**src/rtl/alu_arb_pkg.sv**
```systemverilog
// Shared types and constants for the alu_arbiter block: FSM state encoding,
// ALU opcode values and flag bit positions.
package alu_arb_pkg;

  typedef enum logic [1:0] {
    ST_IDLE  = 2'd0,
    ST_ISSUE = 2'd1,
    ST_WAIT  = 2'd2,
    ST_RESP  = 2'd3
  } arb_state_e;

  localparam logic [3:0] OP_ADD = 4'd0;
  localparam logic [3:0] OP_SUB = 4'd1;
  localparam logic [3:0] OP_AND = 4'd2;
  localparam logic [3:0] OP_OR  = 4'd3;
  localparam logic [3:0] OP_XOR = 4'd4;
  localparam logic [3:0] OP_NOT = 4'd5;
  localparam logic [3:0] OP_SHL = 4'd6;
  localparam logic [3:0] OP_SHR = 4'd7;
  localparam logic [3:0] OP_CMP = 4'd8;
  localparam logic [3:0] OP_MUL = 4'd9;

  localparam int unsigned FLAG_ZERO  = 32'd3;
  localparam int unsigned FLAG_NEG   = 32'd2;
  localparam int unsigned FLAG_CARRY = 32'd1;
  localparam int unsigned FLAG_OVF   = 32'd0;

endpackage

```
**src/rtl/alu_arbiter_if.sv**
```systemverilog
// Requester and ALU-side signal bundle for alu_arbiter; slave is the arbiter's
// view, master is the view of the blocks around it.
interface alu_arbiter_if #(
  parameter int WIDTH = 8,
  parameter int NREQ  = 4
);

  logic [NREQ-1:0]       req_valid;
  logic [NREQ-1:0]       req_ready;
  logic [NREQ*WIDTH-1:0] req_a;
  logic [NREQ*WIDTH-1:0] req_b;
  logic [NREQ*4-1:0]     req_opcode;

  logic [NREQ-1:0]       rsp_valid;
  logic [WIDTH-1:0]      rsp_result;
  logic [3:0]            rsp_flags;
  logic                  rsp_error;

  logic [WIDTH-1:0]      alu_a;
  logic [WIDTH-1:0]      alu_b;
  logic [3:0]            alu_opcode;
  logic                  alu_execute;
  logic [WIDTH-1:0]      alu_result;
  logic [3:0]            alu_flags;
  logic                  alu_done;

  modport slave (
    input  req_valid, req_a, req_b, req_opcode,
    input  alu_result, alu_flags, alu_done,
    output req_ready, rsp_valid, rsp_result, rsp_flags, rsp_error,
    output alu_a, alu_b, alu_opcode, alu_execute
  );

  modport master (
    output req_valid, req_a, req_b, req_opcode,
    output alu_result, alu_flags, alu_done,
    input  req_ready, rsp_valid, rsp_result, rsp_flags, rsp_error,
    input  alu_a, alu_b, alu_opcode, alu_execute
  );

endinterface

```
**src/rtl/rr_arbiter.sv**
```systemverilog
// Combinational round-robin pick: the search starts one past the previous
// winner and wraps modulo NREQ.
module rr_arbiter #(
  parameter int NREQ = 4,
  localparam int IDX_W = (NREQ > 1) ? $clog2(NREQ) : 1
) (
  input  logic [NREQ-1:0]  req_i,
  input  logic [IDX_W-1:0] last_grant_i,
  output logic [NREQ-1:0]  grant_o,
  output logic [IDX_W-1:0] grant_idx_o,
  output logic             any_o
);

  // Scan candidates in priority order; the first requesting one wins.
  always_comb begin
    logic             found;
    logic             hit;
    logic [IDX_W-1:0] cand;
    grant_o     = '0;
    grant_idx_o = '0;
    found       = 1'b0;
    hit         = 1'b0;
    cand        = '0;
    for (int k = 1; k <= NREQ; k++) begin
      cand          = IDX_W'((int'(last_grant_i) + k) % NREQ);
      hit           = ~found & req_i[cand];
      grant_o[cand] = grant_o[cand] | hit;
      grant_idx_o   = hit ? cand : grant_idx_o;
      found         = found | hit;
    end
  end

  assign any_o = |req_i;

endmodule

```
**src/rtl/alu_arbiter.sv**
```systemverilog
// Shares one ALU between NREQ requesters: round-robin grant, issue, wait for the
// done rising edge, respond. Optional WAIT watchdog under ALU_ARB_TIMEOUT_EN.
module alu_arbiter
  import alu_arb_pkg::*;
#(
  parameter int WIDTH          = 8,
  parameter int NREQ           = 4,
  parameter int TIMEOUT_CYCLES = 64
) (
  input  logic         clk,
  input  logic         rst_n,
  alu_arbiter_if.slave bus
);

  localparam int IDX_W = (NREQ > 1) ? $clog2(NREQ) : 1;

  arb_state_e       state_q;
  arb_state_e       state_d;
  logic [IDX_W-1:0] last_grant_q;
  logic [IDX_W-1:0] grant_idx_s;
  logic [NREQ-1:0]  grant_oh_s;
  logic             any_req_s;
  logic             accept_s;
  logic             done_q;
  logic             done_evt_s;
  logic             tmo_hit_s;
  logic [WIDTH-1:0] alu_a_q;
  logic [WIDTH-1:0] alu_b_q;
  logic [3:0]       alu_opcode_q;
  logic [WIDTH-1:0] rsp_result_q;
  logic [3:0]       rsp_flags_q;
  logic [NREQ-1:0]  req_ready_s;
  logic [NREQ-1:0]  rsp_valid_s;
  logic             alu_execute_s;

  rr_arbiter #(.NREQ(NREQ)) u_rr (
    .req_i        (bus.req_valid),
    .last_grant_i (last_grant_q),
    .grant_o      (grant_oh_s),
    .grant_idx_o  (grant_idx_s),
    .any_o        (any_req_s)
  );

  assign accept_s   = (state_q == ST_IDLE) & any_req_s;
  // A done level that was already high when WAIT began is not an event.
  assign done_evt_s = bus.alu_done & ~done_q;

`ifdef ALU_ARB_TIMEOUT_EN
  localparam int TMO_W = $clog2(TIMEOUT_CYCLES + 1);

  logic [TMO_W-1:0] tmo_q;
  logic             rsp_error_q;

  assign tmo_hit_s = (state_q == ST_WAIT) & (tmo_q == TMO_W'(TIMEOUT_CYCLES - 1));

  // Watchdog counter, cleared while issuing so it starts at zero in WAIT.
  always_ff @(posedge clk or negedge rst_n) begin
    if (!rst_n) begin
      tmo_q <= '0;
    end else if (state_q == ST_ISSUE) begin
      tmo_q <= '0;
    end else if (state_q == ST_WAIT) begin
      tmo_q <= tmo_q + 1'b1;
    end
  end

  // Error marker travels with the captured response.
  always_ff @(posedge clk or negedge rst_n) begin
    if (!rst_n) begin
      rsp_error_q <= 1'b0;
    end else if ((state_q == ST_WAIT) && done_evt_s) begin
      rsp_error_q <= 1'b0;
    end else if (tmo_hit_s) begin
      rsp_error_q <= 1'b1;
    end
  end

  assign bus.rsp_error = rsp_error_q;
`else
  assign tmo_hit_s     = 1'b0;
  assign bus.rsp_error = 1'b0;
`endif

  // FSM state register.
  always_ff @(posedge clk or negedge rst_n) begin
    if (!rst_n) begin
      state_q <= ST_IDLE;
    end else begin
      state_q <= state_d;
    end
  end

  // FSM next-state logic.
  always_comb begin
    state_d = state_q;
    case (state_q)
      ST_IDLE: begin
        if (any_req_s) state_d = ST_ISSUE;
        else           state_d = ST_IDLE;
      end
      ST_ISSUE: state_d = ST_WAIT;
      ST_WAIT: begin
        if (done_evt_s | tmo_hit_s) state_d = ST_RESP;
        else                        state_d = ST_WAIT;
      end
      ST_RESP: state_d = ST_IDLE;
      default: state_d = ST_IDLE;
    endcase
  end

  // FSM outputs, decoded from the state register.
  always_comb begin
    req_ready_s   = '0;
    rsp_valid_s   = '0;
    alu_execute_s = 1'b0;
    case (state_q)
      ST_IDLE:  req_ready_s   = grant_oh_s;
      ST_ISSUE: alu_execute_s = 1'b1;
      ST_WAIT:  alu_execute_s = 1'b0;
      ST_RESP:  rsp_valid_s   = NREQ'(1'b1) << last_grant_q;
      default:  alu_execute_s = 1'b0;
    endcase
  end

  // Operand capture on acceptance and response capture on completion.
  always_ff @(posedge clk or negedge rst_n) begin
    if (!rst_n) begin
      done_q       <= 1'b0;
      last_grant_q <= IDX_W'(NREQ - 1);
      alu_a_q      <= '0;
      alu_b_q      <= '0;
      alu_opcode_q <= '0;
      rsp_result_q <= '0;
      rsp_flags_q  <= '0;
    end else begin
      done_q <= bus.alu_done;
      if (accept_s) begin
        last_grant_q <= grant_idx_s;
        alu_a_q      <= bus.req_a[grant_idx_s*WIDTH +: WIDTH];
        alu_b_q      <= bus.req_b[grant_idx_s*WIDTH +: WIDTH];
        alu_opcode_q <= bus.req_opcode[grant_idx_s*4 +: 4];
      end
      if ((state_q == ST_WAIT) && done_evt_s) begin
        rsp_result_q <= bus.alu_result;
        rsp_flags_q  <= bus.alu_flags;
      end else if (tmo_hit_s) begin
        rsp_result_q <= '0;
        rsp_flags_q  <= '0;
      end
    end
  end

  assign bus.req_ready   = req_ready_s;
  assign bus.rsp_valid   = rsp_valid_s;
  assign bus.alu_execute = alu_execute_s;
  assign bus.alu_a       = alu_a_q;
  assign bus.alu_b       = alu_b_q;
  assign bus.alu_opcode  = alu_opcode_q;
  assign bus.rsp_result  = rsp_result_q;
  assign bus.rsp_flags   = rsp_flags_q;

endmodule

```
**src/flat_wrapper.sv**
```systemverilog
// flat-port wrapper written by rule: the top's interface ports become plain ports
module alu_arbiter_flat import alu_arb_pkg::*;
#(
  parameter int WIDTH          = 8,
  parameter int NREQ           = 4,
  parameter int TIMEOUT_CYCLES = 64
)
  (clk, rst_n, bus_req_valid, bus_req_a, bus_req_b, bus_req_opcode, bus_alu_result, bus_alu_flags, bus_alu_done, bus_req_ready, bus_rsp_valid, bus_rsp_result, bus_rsp_flags, bus_rsp_error, bus_alu_a, bus_alu_b, bus_alu_opcode, bus_alu_execute);
  alu_arbiter_if #(.WIDTH(WIDTH), .NREQ(NREQ)) bus_i ();
  input  logic clk;
  input  logic rst_n;
  input wire logic [$bits(bus_i.req_valid)-1:0] bus_req_valid;
  input wire logic [$bits(bus_i.req_a)-1:0] bus_req_a;
  input wire logic [$bits(bus_i.req_b)-1:0] bus_req_b;
  input wire logic [$bits(bus_i.req_opcode)-1:0] bus_req_opcode;
  input wire logic [$bits(bus_i.alu_result)-1:0] bus_alu_result;
  input wire logic [$bits(bus_i.alu_flags)-1:0] bus_alu_flags;
  input wire logic [$bits(bus_i.alu_done)-1:0] bus_alu_done;
  output wire logic [$bits(bus_i.req_ready)-1:0] bus_req_ready;
  output wire logic [$bits(bus_i.rsp_valid)-1:0] bus_rsp_valid;
  output wire logic [$bits(bus_i.rsp_result)-1:0] bus_rsp_result;
  output wire logic [$bits(bus_i.rsp_flags)-1:0] bus_rsp_flags;
  output wire logic [$bits(bus_i.rsp_error)-1:0] bus_rsp_error;
  output wire logic [$bits(bus_i.alu_a)-1:0] bus_alu_a;
  output wire logic [$bits(bus_i.alu_b)-1:0] bus_alu_b;
  output wire logic [$bits(bus_i.alu_opcode)-1:0] bus_alu_opcode;
  output wire logic [$bits(bus_i.alu_execute)-1:0] bus_alu_execute;
  assign bus_i.req_valid = bus_req_valid;
  assign bus_i.req_a = bus_req_a;
  assign bus_i.req_b = bus_req_b;
  assign bus_i.req_opcode = bus_req_opcode;
  assign bus_i.alu_result = bus_alu_result;
  assign bus_i.alu_flags = bus_alu_flags;
  assign bus_i.alu_done = bus_alu_done;
  assign bus_req_ready = bus_i.req_ready;
  assign bus_rsp_valid = bus_i.rsp_valid;
  assign bus_rsp_result = bus_i.rsp_result;
  assign bus_rsp_flags = bus_i.rsp_flags;
  assign bus_rsp_error = bus_i.rsp_error;
  assign bus_alu_a = bus_i.alu_a;
  assign bus_alu_b = bus_i.alu_b;
  assign bus_alu_opcode = bus_i.alu_opcode;
  assign bus_alu_execute = bus_i.alu_execute;
  alu_arbiter #(.WIDTH(WIDTH), .NREQ(NREQ), .TIMEOUT_CYCLES(TIMEOUT_CYCLES)) u_core (.clk(clk), .rst_n(rst_n), .bus(bus_i));
endmodule
```
**config.mk**
```make
export PLATFORM = sky130hd
export DESIGN_NAME = alu_arbiter_flat
export DESIGN_NICKNAME = d
export VERILOG_FILES = /design/src/rtl/alu_arb_pkg.sv /design/src/rtl/alu_arbiter_if.sv /design/src/rtl/rr_arbiter.sv /design/src/rtl/alu_arbiter.sv /design/src/flat_wrapper.sv
export SDC_FILE = /design/constraint.sdc
export NUM_CORES = 1
export LEC_CHECK = 0
export BUFFER_PORTS_ARGS = -buffer_cell sky130_fd_sc_hd__buf_2
export CAP_MARGIN = 0
export CORE_MARGIN = 4
export CORE_UTILIZATION = 42
export CTS_CLUSTER_DIAMETER = 60
export CTS_CLUSTER_SIZE = 16
export DETAILED_ROUTE_END_ITERATION = 7
export GPL_TIMING_DRIVEN = 0
export PLACE_DENSITY = 0.75
export SLEW_MARGIN = 20
export SYNTH_ARGS = -nofsm -noshare
export SYNTH_HDL_FRONTEND = slang
export SYNTH_SLANG_ARGS = --single-unit
```
**constraint.sdc**
```tcl
create_clock -name clk -period 4 [get_ports clk]
set_clock_uncertainty 0.05 [all_clocks]
set_input_delay 0.4 -clock clk [delete_from_list [all_inputs] [get_ports clk]]
set_output_delay 0.4 -clock clk [all_outputs]
set_load 0.05 [all_outputs]
```
---- Word level (Yosys, flattened, before mapping) ----
Cells that the tools add are included.
storage, ports and cells
  output and inout bits ................... 42
  input port bits ......................... 99
  word-level logic and storage cells ...... 87
  flip-flop bits (word level) ............. 37
cells by class
  equality and inequality tests ........... 3
  magnitude comparators ................... 8
  muxes and demuxes ....................... 37
  bitwise operators ....................... 16
  shifts and indexed selects .............. 4
  $add $sub $neg .......................... 4
  reduce and logical (&&, ||, !) cells .... 7
operators with widths
  cell                                                                    number
  32-bit by 6-bit indexed part select with 8-bit output                   2
  1-bit binary-select mux with 2-bit select                               8
  16-bit by 5-bit indexed part select with 4-bit output                   1
  1-bit two-way mux                                                       15
  4-bit bitwise mux                                                       3
  2-bit by 3-bit < comparator with 1-bit output (second input constant)   4
  1-bit demux with 2-bit select                                           4
  2-bit by 1-bit >= comparator with 1-bit output (second input constant)  4
  2-bit two-way mux                                                       4
  4-bit two-way mux                                                       2
  2-bit case mux with 4 select lines                                      1
  1-bit OR                                                                6
  1-bit AND                                                               5
  1-bit logical AND                                                       5
  2-bit by 1-bit adder with 2-bit output (second input constant)          2
  2-bit adder (second input constant)                                     2
  4-bit AND                                                               1
  2-bit == test (second input constant)                                   2
  1-bit NOT                                                               4
  4-bit OR reduction                                                      1
  1-bit by 2-bit left shift with 4-bit output (first input constant)      1
  2-bit by 1-bit == test with 1-bit output (second input constant)        1
  2-bit zero test                                                         1

---- Logic depth before layout (Yosys ltp) ----
  word-level depth ........................ 19
  gate-level depth with buffers ........... 12
  gate-level depth less buffers ........... 8

---- Hierarchy ----
Synthesis repeated with hierarchy kept, for this count alone.
second synthesis, totals
  cells, all modules ...................... 204
  area, all modules ....................... 2631.3 um2
modules (own cells, without submodules)
  module       times used  area an instance (um2)  cells an instance
  alu_arbiter  1           1965.6                  120
  rr_arbiter   1           665.6                   84

---- Worst setup path after synthesis ----
No wires, ideal clock.
  path type ............................... register to output
  start point ............................. reg u_core.last_grant_q[1]
  end point ............................... out bus_req_ready[1]
  data arrival time ....................... 3853 ps
  setup slack ............................. -303 ps
  data required time ...................... 3550 ps
  buffers on the path ..................... 4
  cell stages (with the launch flop) ...... 13
  path through ............................ dfstp_2 > clkbuf_1 > clkbuf_1 > inv_1 > ha_1 > buf_6 > mux4_2 > buf_6 > mux2_4 > a221oi_1 > a211oi_1 > o211ai_1 > a31oi_1
on the way
  cells in the longest elaborated chain, start to end .. 19
  elaborated cells on any way between the ends .. 57
  those cells by class .................... add/sub (4); order compare (8); mux (28); bitwise (13); reduce/logical (4)
ends and longest elaborated chain
  item                                                                                                                                   RTL line            source
  start, declared                                                                                                                        alu_arbiter.sv:19   logic [IDX_W-1:0] last_grant_q;
  start signal, assigned                                                                                                                 alu_arbiter.sv:129  last_grant_q <= IDX_W'(NREQ - 1);
  start signal, assigned                                                                                                                 alu_arbiter.sv:138  last_grant_q <= grant_idx_s;
  2-bit by 1-bit adder with 2-bit output                                                                                                 rr_arbiter.sv:25    cand = IDX_W'((int'(last_grant_i) + k) % NREQ);
  2-bit by 3-bit < comparator with 1-bit output (not written as such) or 2-bit by 1-bit >= comparator with 1-bit output (tied branches)  rr_arbiter.sv:27    grant_o[cand] = grant_o[cand] | hit;
  1-bit logical AND (not written as such)                                                                                                rr_arbiter.sv:27
  1-bit two-way mux (not written as such)                                                                                                rr_arbiter.sv:27
  1-bit demux with 2-bit select                                                                                                          rr_arbiter.sv:27
  4-bit AND (no source line)                                                                                                             -
  1-bit binary-select mux with 2-bit select                                                                                              rr_arbiter.sv:27
  1-bit two-way mux (not written as such)                                                                                                rr_arbiter.sv:27
  [... 3 more ...]                                                                                                                       -
  1-bit two-way mux (not written as such)                                                                                                rr_arbiter.sv:27
  1-bit OR                                                                                                                               rr_arbiter.sv:27
  4-bit bitwise mux                                                                                                                      rr_arbiter.sv:27
  1-bit binary-select mux with 2-bit select                                                                                              rr_arbiter.sv:27
  1-bit two-way mux (not written as such)                                                                                                rr_arbiter.sv:27
  1-bit OR                                                                                                                               rr_arbiter.sv:27
  4-bit bitwise mux (*)                                                                                                                  rr_arbiter.sv:27
  4-bit two-way mux (*)                                                                                                                  alu_arbiter.sv:116  case (state_q)
  end, declared                                                                                                                          flat_wrapper.sv:19  output wire logic [$bits(bus_i.req_ready)-1:0] bus_req_ready;
Every way passes the cells marked *; elsewhere a longest branch is shown, timed or not. The select of a mux whose other input is x is not followed.

---- Worst setup path in the final report ----
  start point ............................. reg u_core.last_grant_q[0]
  end point ............................... out bus_req_ready[1]
The elaborated chain is that of the path after synthesis.

==> impl_metrics.ini <==
[critical_path]
reg2reg_to = u_core.bus.alu_b[7]$_DFFE_PN0P_
worstPathArrival_ps = 3480
critical_path_class = register to primary output
crit_required_ps = 3550
ff2ff_setup_slack_ps = 400
startpoint_type = register
cp_max_fo = 6
r2r_start = u_core.last_grant_q[0]$_DFFE_PN1P_
ff2ff_path_depth = 12
endpoint_kind = primary output

[flow_run]
maxCapViolations = 0

[finish]
filler_cell_count = 516
area_growth_pct = 43.4
antennaDiodeCount = 0
final_cells = 457
nets = 487
layout-drive-gt1-share_pct = 70.3

[die]
die-area_sq_um = 8060
io_pins = 141
start_util_pct = 43.7
rows = 29
die_h_um = 89.8
core_sq_um = 6420
die_x_um = 89.8

[synthesis]
synth_flop_cell = dfrtp_1
synth.net_count = 328
yosys_warnings = 0
syn-cell-area_sq_um = 2810
synth.top_cell.area_share_pct = 31.2
ys_ff_latch = 37
ys_seq_area_share_pct = 33.1
syn_area_per_cell_sq_um = 12.8
synth_edf_count = 0
post-synth-top-area-cell = dfrtp_1
synth.area.top_cells = dfrtp_1 (31%), mux4_2 (19%), mux2_2 (14%)
synth_cell_types = 50
async_reset_ff_share_pct = 100
synthCells = 220

[sta]
tightest_slew_ps = 870
layout_worst_path_cycle_share_pct = 98.2
whs_ps = 148
min_period_ps = 3930
finalHoldViolCount = 0
timing.fmax_mhz = 254
tns_ps = 0
setup_viol = 0
slew_viol_final = 0
max_slew_margin_pct = 41.2

[global_routing]
grt-ovfl-total = 0
grt_pass1_vias = 2762
grtUsageTotal_pct = 18.8
antenna_found_initial = 0
grt_first_pass_wirelength_mm = 12.6
grt_start_max_net_pins = 38

[clocking]
clk_pin_slew_ps = 80
clock-sinks = 37
clk_latency_ps = 290
htree_levels = 2
cts_buffer_depth = 2
cts_tree = yes
cts_inserted_buffers = 5
cts_root_buffer = clkbuf_8

[drt]
drt_iter0_drc = 91
vias = 2523
wire_per_inst_um = 17.2
drt_wl_total_mm = 7.88
final_antenna_net_count = 0
drc = 0
viasPerCell = 5.52
dr.pass1.iters = 4

[place]
dp_cells = 433
portBuffers = 136
place_congestion = 0.834
hpwl_mm = 6.12

[run_status]
status = finished, final reports clean

[min_path]
min_path_type = input pin to async pin
-- worst max-delay path: stages (launching register included) --
cell and delay (ps):
dfstp_2 550, buf_8 120, clkinvlp_4 120, ha_1 320, buf_6 120, mux4_2 300, buf_8 150, mux2_4 370
a2111oi_4 430, nor2_4 140, o311ai_4 270, a31oi_4 120, buf_6 170
-- Yosys cell counts, types with 2 or more instances --
cell       number
dfrtp_1        35
mux2_2         35
mux4_2         24
inv_1          10
nand2_1        10
buf_6           9
ha_1            9
clkbuf_1        7
o211ai_1        5
a21oi_1         4
a31oi_1         4
and2_1          4
mux2i_1         4
nor2b_1         4
o21ai_0         4
buf_2           3
nor2_1          3
o31ai_1         3
a2111oi_4       2
a211o_2         2
a21boi_0        2
a221o_2         2
and3_2          2
buf_1           2
dfstp_2         2
nand4b_1        2
o21bai_1        2
o311ai_1        2
o41ai_1         2
-- layout make-up --
| type | instances | area, sq um | area share (%) |
|---|---|---|---|
| Buffer | 21 | 189 | 4.69 |
| Clock buffer | 6 | 72.6 | 1.80 |
| Clock inverter | 2 | 10.0 | 0.249 |
| Inverter | 10 | 41.3 | 1.03 |
| Multi-Input combinational cell | 152 | 1870 | 46.5 |
| Sequential cell | 37 | 928 | 23.1 |
| Tap cell | 77 | 96.3 | 2.39 |
| Timing Repair Buffer | 152 | 818 | 20.3 |
-- cell usage in the layout (no fill, tap or decap), types with 5 or more instances in the layout --
cell	instances
buf_2	134
mux2_2	36
buf_6	10
clkbuf_1	6
nand2_1	10
buf_4	19
clkbuf_8	5
dfrtp_1	35
mux4_2	24
inv_1	8
ha_1	9
o211ai_1	5
-- state kept, by name (all words and copies together) (netlist names) --
signal and flops:
u_core.bus.alu_opcode 4, u_core.bus.alu_a 8, u_core.bus.rsp_result 8, u_core.done_q 1
u_core.bus.alu_b 8, u_core.last_grant_q 2, u_core.bus.rsp_flags 4, u_core.state_q 2
-- metal layers --
layer	global-route usage, %	share of wire, %
met4	5.75	1.9
met3	4.51	7.0
met1	19.8	37
met5	0	0
met2	36.7	54
-- per-stage QoR --
step | util, % | instance area, sq um | setup slack [ps]
2_1_floorplan | - | 2870 | 13.8
3_3_place_gp | 56.8 | 3640 | -430
3_5_place_dp | 56.8 | 3640 | -479
4_1_cts | 61.1 | 3920 | 7.52
5_1_grt | 62.7 | 4030 | -25.1
6_report | 62.7 | 4030 | 70.1
-- how the worst max path moves through the flow --
stage | start | to | slack (ps) | cells past startpoint
floorplan | u_core.last_grant_q[1]$_DFFE_PN1P_ | bus_req_ready[3] | 10 | 12
global placement | u_core.last_grant_q[1]$_DFFE_PN1P_ | bus_req_ready[3] | -430 | 13
detailed placement | u_core.last_grant_q[1]$_DFFE_PN1P_ | bus_req_ready[3] | -480 | 13
CTS | u_core.last_grant_q[1]$_DFFE_PN1P_ | bus_req_ready[3] | 8 | 13
global route | u_core.last_grant_q[0]$_DFFE_PN1P_ | bus_req_ready[3] | -30 | 12
finish | u_core.last_grant_q[0]$_DFFE_PN1P_ | bus_req_ready[1] | 70 | 12
-- cell families after synthesis --
| kind of cell | synth area share, % |
|---|---|
| mux | 35.2 |
| compound gates | 13.6 |
| flops | 33.1 |
| simple gates | 6.95 |
| buf+inv | 6.95 |
| fa+ha+maj | 4.01 |
| other cells | 0.134 |
-- repair_timing --
action	CTS	global route
setup buffers	6	10
pin swaps	5	10
setup endpoints to repair	23	4
gates resized for setup	28	12
cloned	1	0
hold buffers	0	0
Power is left out: the tool's default activity adds up to more than one toggle a clock period on the data nets, which glitch-free logic cannot reach.
